`src/rtl/mem_loader_if.sv`:
```
// ---------------------------------------------------------------------------
// mem_loader_if
// Bundles the byte load stream, the 256x16 RAM port and the status lines
// used by mem_loader.
//   byte_valid / byte_data / byte_ready : load-stream handshake
//   mem_we / mem_addr / mem_d / mem_q    : RAM port (mem_q combinational)
//   cpu_rst / done / error               : CPU reset hold and load status
// modport master : the loader side (drives RAM port, ready and status)
// modport slave  : the environment side (stream source and RAM)
// ---------------------------------------------------------------------------
interface mem_loader_if;
    logic        byte_valid;
    logic [7:0]  byte_data;
    logic        byte_ready;
    logic        mem_we;
    logic [7:0]  mem_addr;
    logic [15:0] mem_d;
    logic [15:0] mem_q;
    logic        cpu_rst;
    logic        done;
    logic        error;

    modport master (
        input  byte_valid, byte_data, mem_q,
        output byte_ready, mem_we, mem_addr, mem_d, cpu_rst, done, error
    );

    modport slave (
        output byte_valid, byte_data, mem_q,
        input  byte_ready, mem_we, mem_addr, mem_d, cpu_rst, done, error
    );
endinterface

```
`src/rtl/mem_loader.sv`:
```
// ---------------------------------------------------------------------------
// mem_loader
// Loads a 256x16 RAM from a byte stream: ADDR, CNT (0 = 256 words), then
// CNT words sent high byte first. Each word is written the cycle after its
// low byte arrives. With VERIFY_EN=1 the written range is read back and its
// checksum compared with the checksum of the written words. The CPU is held
// in reset until the load finishes cleanly.
// Ports:
//   clk  : single clock, rising edge
//   rst  : synchronous active-high reset
//   bus  : mem_loader_if.master (stream handshake, RAM port, status)
// ---------------------------------------------------------------------------
module mem_loader #(
    parameter bit VERIFY_EN = 1'b1
) (
    input  logic         clk,
    input  logic         rst,
    mem_loader_if.master bus
);

    typedef enum logic [2:0] {
        S_ADDR, S_CNT, S_HI, S_LO, S_WR, S_VFY, S_CHK, S_DONE
    } state_t;

    state_t      state;
    state_t      state_next;
    logic [7:0]  wr_ptr;
    logic [7:0]  rd_ptr;
    logic [7:0]  start_addr;
    logic [7:0]  hi_byte;
    logic [15:0] word;
    logic [15:0] sum;
    logic [15:0] vsum;
    logic [8:0]  remaining;
    logic [8:0]  count;
    logic        error_q;
    logic        xfer;

    assign xfer = bus.byte_valid && bus.byte_ready;

    // State register.
    always_ff @(posedge clk) begin
        if (rst) begin
            state <= S_ADDR;
        end else begin
            state <= state_next;
        end
    end

    // Next-state logic. Stream states only advance on a transfer, so the
    // block simply waits while byte_valid is low.
    always_comb begin
        state_next = state;
        case (state)
            S_ADDR: if (xfer) state_next = S_CNT;
            S_CNT:  if (xfer) state_next = S_HI;
            S_HI:   if (xfer) state_next = S_LO;
            S_LO:   if (xfer) state_next = S_WR;
            S_WR: begin
                if (remaining == 9'd1) begin
                    state_next = VERIFY_EN ? S_VFY : S_DONE;
                end else begin
                    state_next = S_HI;
                end
            end
            S_VFY:  if (remaining == 9'd1) state_next = S_CHK;
            S_CHK:  state_next = S_DONE;
            S_DONE: state_next = S_DONE;
            default: state_next = S_ADDR;
        endcase
    end

    // Datapath registers. The remaining counter is reloaded with the
    // original word count on entry to S_VFY and reused as the read-back
    // cycle counter.
    always_ff @(posedge clk) begin
        if (rst) begin
            wr_ptr     <= 8'h00;
            rd_ptr     <= 8'h00;
            start_addr <= 8'h00;
            hi_byte    <= 8'h00;
            word       <= 16'h0000;
            sum        <= 16'h0000;
            vsum       <= 16'h0000;
            remaining  <= 9'd0;
            count      <= 9'd0;
            error_q    <= 1'b0;
        end else begin
            case (state)
                S_ADDR: begin
                    if (xfer) begin
                        wr_ptr     <= bus.byte_data;
                        start_addr <= bus.byte_data;
                    end
                end
                S_CNT: begin
                    if (xfer) begin
                        remaining <= (bus.byte_data == 8'h00) ? 9'd256 : {1'b0, bus.byte_data};
                        count     <= (bus.byte_data == 8'h00) ? 9'd256 : {1'b0, bus.byte_data};
                    end
                end
                S_HI: begin
                    if (xfer) hi_byte <= bus.byte_data;
                end
                S_LO: begin
                    if (xfer) word <= {hi_byte, bus.byte_data};
                end
                S_WR: begin
                    sum       <= sum + word;
                    wr_ptr    <= wr_ptr + 8'd1;
                    remaining <= remaining - 9'd1;
                    if (remaining == 9'd1 && VERIFY_EN) begin
                        rd_ptr    <= start_addr;
                        vsum      <= 16'h0000;
                        remaining <= count;
                    end
                end
                S_VFY: begin
                    vsum      <= vsum + bus.mem_q;
                    rd_ptr    <= rd_ptr + 8'd1;
                    remaining <= remaining - 9'd1;
                end
                S_CHK: begin
                    error_q <= (vsum != sum);
                end
                default: begin
                end
            endcase
        end
    end

    // Outputs decode from the state. While rst is high every output is
    // forced to its idle value, even before the reset edge lands.
    always_comb begin
        bus.byte_ready = 1'b0;
        bus.mem_we     = 1'b0;
        bus.mem_addr   = 8'h00;
        bus.mem_d      = 16'h0000;
        bus.cpu_rst    = 1'b1;
        bus.done       = 1'b0;
        bus.error      = 1'b0;
        if (!rst) begin
            bus.error = error_q;
            case (state)
                S_ADDR, S_CNT, S_HI, S_LO: bus.byte_ready = 1'b1;
                S_WR: begin
                    bus.mem_we   = 1'b1;
                    bus.mem_addr = wr_ptr;
                    bus.mem_d    = word;
                end
                S_VFY: bus.mem_addr = rd_ptr;
                S_DONE: begin
                    bus.done    = 1'b1;
                    bus.cpu_rst = error_q;
                end
                default: begin
                end
            endcase
        end
    end

endmodule

```
`src/flat_wrapper.sv`:
```
// flat-port wrapper written by rule: the top's interface ports become plain ports
module mem_loader_flat 
#(
    parameter bit VERIFY_EN = 1'b1
)
  (clk, rst, bus_byte_valid, bus_byte_data, bus_mem_q, bus_byte_ready, bus_mem_we, bus_mem_addr, bus_mem_d, bus_cpu_rst, bus_done, bus_error);
  mem_loader_if bus_i ();
  input  logic clk;
  input  logic rst;
  input wire logic [$bits(bus_i.byte_valid)-1:0] bus_byte_valid;
  input wire logic [$bits(bus_i.byte_data)-1:0] bus_byte_data;
  input wire logic [$bits(bus_i.mem_q)-1:0] bus_mem_q;
  output wire logic [$bits(bus_i.byte_ready)-1:0] bus_byte_ready;
  output wire logic [$bits(bus_i.mem_we)-1:0] bus_mem_we;
  output wire logic [$bits(bus_i.mem_addr)-1:0] bus_mem_addr;
  output wire logic [$bits(bus_i.mem_d)-1:0] bus_mem_d;
  output wire logic [$bits(bus_i.cpu_rst)-1:0] bus_cpu_rst;
  output wire logic [$bits(bus_i.done)-1:0] bus_done;
  output wire logic [$bits(bus_i.error)-1:0] bus_error;
  assign bus_i.byte_valid = bus_byte_valid;
  assign bus_i.byte_data = bus_byte_data;
  assign bus_i.mem_q = bus_mem_q;
  assign bus_byte_ready = bus_i.byte_ready;
  assign bus_mem_we = bus_i.mem_we;
  assign bus_mem_addr = bus_i.mem_addr;
  assign bus_mem_d = bus_i.mem_d;
  assign bus_cpu_rst = bus_i.cpu_rst;
  assign bus_done = bus_i.done;
  assign bus_error = bus_i.error;
  mem_loader #(.VERIFY_EN(VERIFY_EN)) u_core (.clk(clk), .rst(rst), .bus(bus_i));
endmodule
```
`config.mk`:
```
export PLATFORM = sky130hd
export DESIGN_NAME = mem_loader_flat
export DESIGN_NICKNAME = d
export VERILOG_FILES = /design/src/rtl/mem_loader_if.sv /design/src/rtl/mem_loader.sv /design/src/flat_wrapper.sv
export SDC_FILE = /design/constraint.sdc
export NUM_CORES = 1
export LEC_CHECK = 0
export CAP_MARGIN = 20
export CORE_ASPECT_RATIO = 0.7
export CORE_MARGIN = 2
export CORE_UTILIZATION = 35
export DETAILED_ROUTE_END_ITERATION = 7
export SYNTH_ARGS = -nofsm -noshare
export SYNTH_HDL_FRONTEND = slang
export SYNTH_SLANG_ARGS = --single-unit
```
`constraint.sdc`:
```
create_clock -name clk -period 4.25 [get_ports clk]
set_input_delay 0.85 -clock clk [delete_from_list [all_inputs] [get_ports clk]]
set_output_delay 0.85 -clock clk [all_outputs]
set_load 0.01 [all_outputs]
```
# --- After elaboration in Yosys (flattened, before gate mapping) ---
# Index checks and enable logic that the tools add are counted.
totals:
  ff_bits: 102
  in_bits: 27
  out_inout_bits: 29
classes:
  n_addsub: 5
  eq_ne: 15
  n_mux: 30
  n_reduce_logical: 16
op_table:
  columns: ["operator", "count"]
  rows:
  - ["16-bit two-way mux", 3]
  - ["8-bit one-hot mux with 2 select lines", 3]
  - ["16-bit adder", 2]
  - ["16-bit one-hot mux with 2 select lines", 1]
  - ["9-bit two-way mux", 3]
  - ["9-bit one-hot mux with 3 select lines", 1]
  - ["8-bit two-way mux", 3]
  - ["3-bit one-hot mux with 7 select lines", 1]
  - ["3-bit two-way mux", 6]
  - ["8-bit by 1-bit adder with 8-bit output (second input constant)", 2]
  - ["16-bit != test", 1]
  - ["2-bit AND reduction", 7]
  - ["3-bit equality test (second input constant)", 4]
  - ["2-bit by 1-bit != test with 1-bit output (second input constant)", 6]
  - ["9-bit by 1-bit equality test with 1-bit output (second input constant)", 1]
  - ["1-bit two-way mux", 9]
  - ["9-bit by 1-bit subtractor with 9-bit output (second input constant)", 1]
  - ["8-bit logical NOT", 1]
  - ["3-bit by 2-bit equality test with 1-bit output (second input constant)", 2]
  - ["5-bit AND reduction", 1]
  - ["2-bit nonzero test", 2]
  - ["4-bit OR reduction", 1]
  - ["3-bit by 1-bit equality test with 1-bit output (second input constant)", 1]
  - ["3-bit logical NOT", 1]
  - ["other kinds (3)", 3]

# --- Logic depth before layout (Yosys ltp) ---
depth:
  ltp_word: 7
  mapped_depth: 10

# --- Least setup slack after synthesis ---
# OpenSTA, ideal clock, no wires.
synth_timing:
  path_kind: "input to register"
  startpoint: "in bus_mem_q[0]"
  endpoint: "reg u_core.vsum[12]"
  arrival_ps: 2637
  slack_ps: 1551
  stages: 9
  n_path_buf: 0
  cell_sequence: "ha_1 -> inv_1 -> fa_1 -> nor2b_4 -> o21a_2 -> o211ai_2 -> or3b_4 -> or4_1 -> nand3_1"
synth_via:
  elab_chain_cells: 2
synth_rtl:
  columns: ["element", "line_no", "source"]
  rows:
  - ["from (decl)", "flat_wrapper.sv:12", "input wire logic [$bits(bus_i.mem_q)-1:0] bus_mem_q;"]
  - ["16-bit adder", "mem_loader.sv:119", "vsum <= vsum + bus.mem_q;"]
  - ["16-bit one-hot mux with 2 select lines", "mem_loader.sv:89", "case (state)"]
  - ["to (signal assigned)", "mem_loader.sv:119", null]
  - ["to (decl)", "mem_loader.sv:33", "logic [15:0] vsum;"]
# No other way between the ends.
# A chain may end at the register's enable or synchronous reset.

# --- Final worst setup path ---
layout_timing:
  startpoint: "reg u_core.state[2]"
  endpoint: "out bus_mem_addr[4]"
layout_via:
  elab_chain_cells: 3
  word_cells_on_any_way: 4
layout_rtl:
  columns: ["element", "line_no", "source"]
  rows:
  - ["from (decl)", "mem_loader.sv:25", "state_t state;"]
  - ["from (signal assigned)", "mem_loader.sv:46", "state <= state_next;"]
  - ["3-bit equality test", "mem_loader.sv:144", "case (state)"]
  - ["8-bit one-hot mux with 2 select lines *", "mem_loader.sv:144", null]
  - ["8-bit two-way mux *", "mem_loader.sv:142", "if (!rst) begin"]
  - ["to (decl)", "flat_wrapper.sv:15", "output wire logic [$bits(bus_i.mem_addr)-1:0] bus_mem_addr;"]
# Mark *: on every way between the ends. The rest lies on a longest branch, timed or not.

==> results.md <==
* Crit-path max cell delay at around 0.6 ns
* Max Clk Rate at between 0.2 and 0.3 GHz
* Total power at between 1.5 and 2 mW
* Status: finished clean
* Drc violations at 0
* Filler cell count at around 1800
* Logic pwr share at 0.099
* Synth Area in Compound Gates at 0.2246
* Initial DRT Pass Iterations at 7
* Final WL at 18.30 mm
* Vias post-DR at between 5000 and 6000
* Crit Path Max Fanout at 14
* Asr flop ratio synth at 0
* DR WL/cell at 17.75 microns
* Fin crit share at 0.8866
* Top delay family on crit path: simple AND/OR/NAND/NOR gates
* Clock Pin Slew Worst Setup and Hold Paths at approximately 0.06 ns
* Worst IR Drop VDD at ~0.00017 V
* FF-to-FF path depth at 6
* P_int at between 1 and 1.5 mW
* Synth Area in XOR/XNOR at 0.05368
* Commonest cells after routing, fill and taps aside: dfxtp_1, nand2_1, nor2_1
* Area of the core at between 15000 and 20000 sq um
* Sequential Power Share at 0.505
* Syn Area/Cell at around 8.1 sq um
* Overflow after GRT at 0
* Largest family of logic cells by synthesized area: simple AND/OR/NAND/NOR gates
* Initial antenna violation count at 0
* Die width at between 150 and 200 microns
* PortBufs at 55
* Clock power frac at 0.397
* # resized after CTS at 0
* Type of the worst min-delay path: reg -> reg
* Post-CTS Repair Setup Buffers at 0
* Post-synthesis adder-cell area fraction at 0.07508
* Cells along the critical path: nor2b_1, buf_4, and2_1, nand2_1, o21ai_1, clkdlybuf4s50_1
* # hold bufs at CTS at 0
* Area added between synthesis and finish at 15.46%
* Worst Path Buf+Inv at 2
* Die area at 18810 sq um
* Count of pins over their slew limit at 0
* Number of synthesized register bits at just over 100
* Crit Reg-Reg Endpoint: u_core.remaining[1]$_SDFFE_PP0P_
* Sw Ratio at 0.2586
* H-tree depth at 3
* Number of global-route vias before repair at about 5000
* Initial DRC Count at between 600 and 700
* Root buffer cell: clkbuf_16
* ANT nets after route at 0
* GRT Resource Usage Total at 0.1957
* HP Start: u_core.start_addr[1]$_SDFFE_PP0P_
* Final nets at about 860
* Max-cap violations at 0
* Mapped Nets at 831
* Total CTS buffers at 9
* Row Count at 40
* Top-area cell type share of the netlist area at 0.3294
* Fin util at 0.4146
* Largest cells by area after synthesis: dfxtp_1, ha_1, nand2_1
* Post-DP HPWL at approximately 13 mm
* Dpl ws at approximately 0.9 ns
* EDFF count, synth at 0
* Worst-margin pin slew at roughly 0.8 ns
* Critical R2R Launch: u_core.state[2]$_SDFFE_PP0P_
* Pin count of the biggest net entering global routing at 47
* Worst-skew pair later-pin latency at around 0.35 ns
* Initial core utilization at 0.3591
* DIE HEIGHT at about 120 microns
* Largest area contributor in the netlist: dfxtp_1
* PwrDens at about 280 nW/um^2
* Most common cell after layout, fill and taps aside: dfxtp_1
* RSZ-0062 raised after global routing: no
* Setup-failing EPs final at 0
* Synth unique cells at 75
* Multiplexer share of the synthesized area at 0.04541
* Synth Area in Simple Gates at 0.2283
* Final min period at roughly 3.8 ns
* Req. time, crit path at between 3 and 4 ns
* Synth Cell Area at a little over 6000 sq um
* Crit. End Element: output port
* Diode count at 0
* CP arrival at 2.92 ns
* Final Skew at between 0.01 and 0.015 ns
* I/O pin total at between 50 and 60
* First-pass GRT wire length at 28.68 mm
* Bufs on Longest Clock Path at 2
* Fraction of layout cells with a size suffix above 1 at 0.05125
* Syn Inst Count at 768
* Final hold viol count at 0
* WHS Path Cells at 2
* Seq/Total Area, Yosys at 0.3294
* Warnings from Yosys at 0
* Worst Hold Endpoint: u_core.start_addr[1]$_SDFFE_PP0P_
* Via density at ~5.5
* Slew margin rel. at 0.4779
* CP Launch Type: flop
* Sw power at 0.5115 mW
* CTS Sinks at 102
* Leakage at roughly 2.9 nW
* Slowest stage cell, crit path: dfxtp_1
* Flop-to-flop setup slack at roughly 1 ns
* CTS tree: done
* Crit Path Class: reg -> out
* Ys flop type: dfxtp_1
* Final worst slack at just under 0.5 ns
* Setup TNS at 0 ns
* GPL Wtd Cong at between 0.8 and 0.9
[registers in the layout (all words and copies together), names as in the netlist]
name               cells
u_core.rd_ptr          8
u_core.state           3
u_core.word           16
u_core.sum            16
u_core.wr_ptr          8
u_core.count           9
u_core.vsum           16
u_core.start_addr      8
u_core.hi_byte         8
u_core.remaining       9
u_core.error_q         1
[tightest hold or removal path, cell delays in order (launching register included)]
cell and delay [ns]:
dfxtp_1 0.31, nand2_1 0.05, a21oi_1 0.05
[cell usage after synthesis, types with 2 or more instances]
| cell type | instances |
|---|---|
| o21a_1 | 4 |
| o211ai_1 | 6 |
| o211a_1 | 4 |
| a221oi_1 | 8 |
| or4_1 | 2 |
| a2111oi_0 | 2 |
| xor2_1 | 17 |
| nand3b_1 | 6 |
| o21ai_0 | 35 |
| inv_1 | 12 |
| ha_1 | 34 |
| buf_4 | 3 |
| xnor2_1 | 21 |
| fa_1 | 2 |
| buf_2 | 7 |
| nand4_1 | 7 |
| a41oi_1 | 2 |
| a21oi_1 | 68 |
| a211o_1 | 5 |
| nor2b_1 | 4 |
| nor2_1 | 71 |
| o22ai_1 | 3 |
| a21o_1 | 15 |
| nor3b_1 | 4 |
| o31ai_1 | 2 |
| clkbuf_1 | 33 |
| o311ai_0 | 4 |
| a31oi_1 | 11 |
| nand2_1 | 97 |
| buf_6 | 2 |
| mux2i_1 | 27 |
| nor4_1 | 6 |
| or3_1 | 5 |
| a222oi_1 | 5 |
| nand2b_1 | 3 |
| dfxtp_1 | 102 |
| a22o_1 | 5 |
| and3_1 | 30 |
| a211oi_1 | 9 |
| and2_1 | 5 |
| nand3_1 | 25 |
| nor3_1 | 17 |
| o21ai_1 | 4 |
| o21bai_1 | 3 |
[power by group through the flow]
stage,Sequential (mW),Clock [mW],Combinational (mW)
finish,0.998,0.784,0.195
detailed placement,1.02,0,0.193
CTS,0.997,0.801,0.194
global placement,1.02,0,0.194
global route,1.00,0.833,0.215
floorplan,1.01,0,0.129
[per-stage QoR]
stage,instances,hold WS (ns),instance area [sq um]
final,1031,0.4578,7158
after detailed placement,1016,0.4485,6890
after global placement,1016,0.4482,6890
after floorplan,768,0.4359,6200
after global routing,1031,0.4865,7158
after CTS,1031,0.4594,7158
[layout make-up]
class / count / area, sq um / share of cell area
Multi-Input combinational cell: 606 / 3895 / 0.5441
Sequential cell: 102 / 2042 / 0.2853
Timing Repair Buffer: 64 / 615.6 / 0.08600
Tap cell: 231 / 289.0 / 0.04038
Clock buffer: 12 / 246.5 / 0.03443
Inverter: 13 / 48.80 / 0.006817
Clock inverter: 3 / 21.27 / 0.002972
[logic make-up after synthesis]
group | Yosys count
AO/OA/AOI/OAI | 211
XOR/XNOR | 38
adder cells (fa/ha/maj) | 36
buffers and inverters | 60
flip-flops | 102
multiplexers | 28
AND/OR/NAND/NOR | 293
[layer usage]
metal | GRT usage | share of wire | up-vias
li1 | - | - | 2853
met2 | 0.2362 | 0.36 | 190
met5 | 0 | 0 | -
met3 | 0.03175 | 0.065 | 10
met1 | 0.3416 | 0.57 | 2666
met4 | 0.03422 | 0.0067 | 0
[how the worst max path moves through the flow]
stage / from / endpoint / slack (ns) / cells after the start
3_3_place_gp: bus_mem_q[0] / u_core.vsum[12]$_SDFFE_PP0P_ / 1.02 / 10
2_1_floorplan: bus_mem_q[0] / u_core.vsum[12]$_SDFFE_PP0P_ / 1.55 / 9
5_1_grt: u_core.state[2]$_SDFFE_PP0P_ / bus_mem_addr[4] / 0.31 / 6
3_5_place_dp: u_core.state[2]$_SDFFE_PP0P_ / bus_mem_addr[4] / 0.90 / 6
6_report: u_core.state[2]$_SDFFE_PP0P_ / bus_mem_addr[4] / 0.48 / 6
4_1_cts: u_core.state[2]$_SDFFE_PP0P_ / bus_mem_addr[4] / 0.51 / 6
Note: power is estimated with default switching activity, not from simulation.
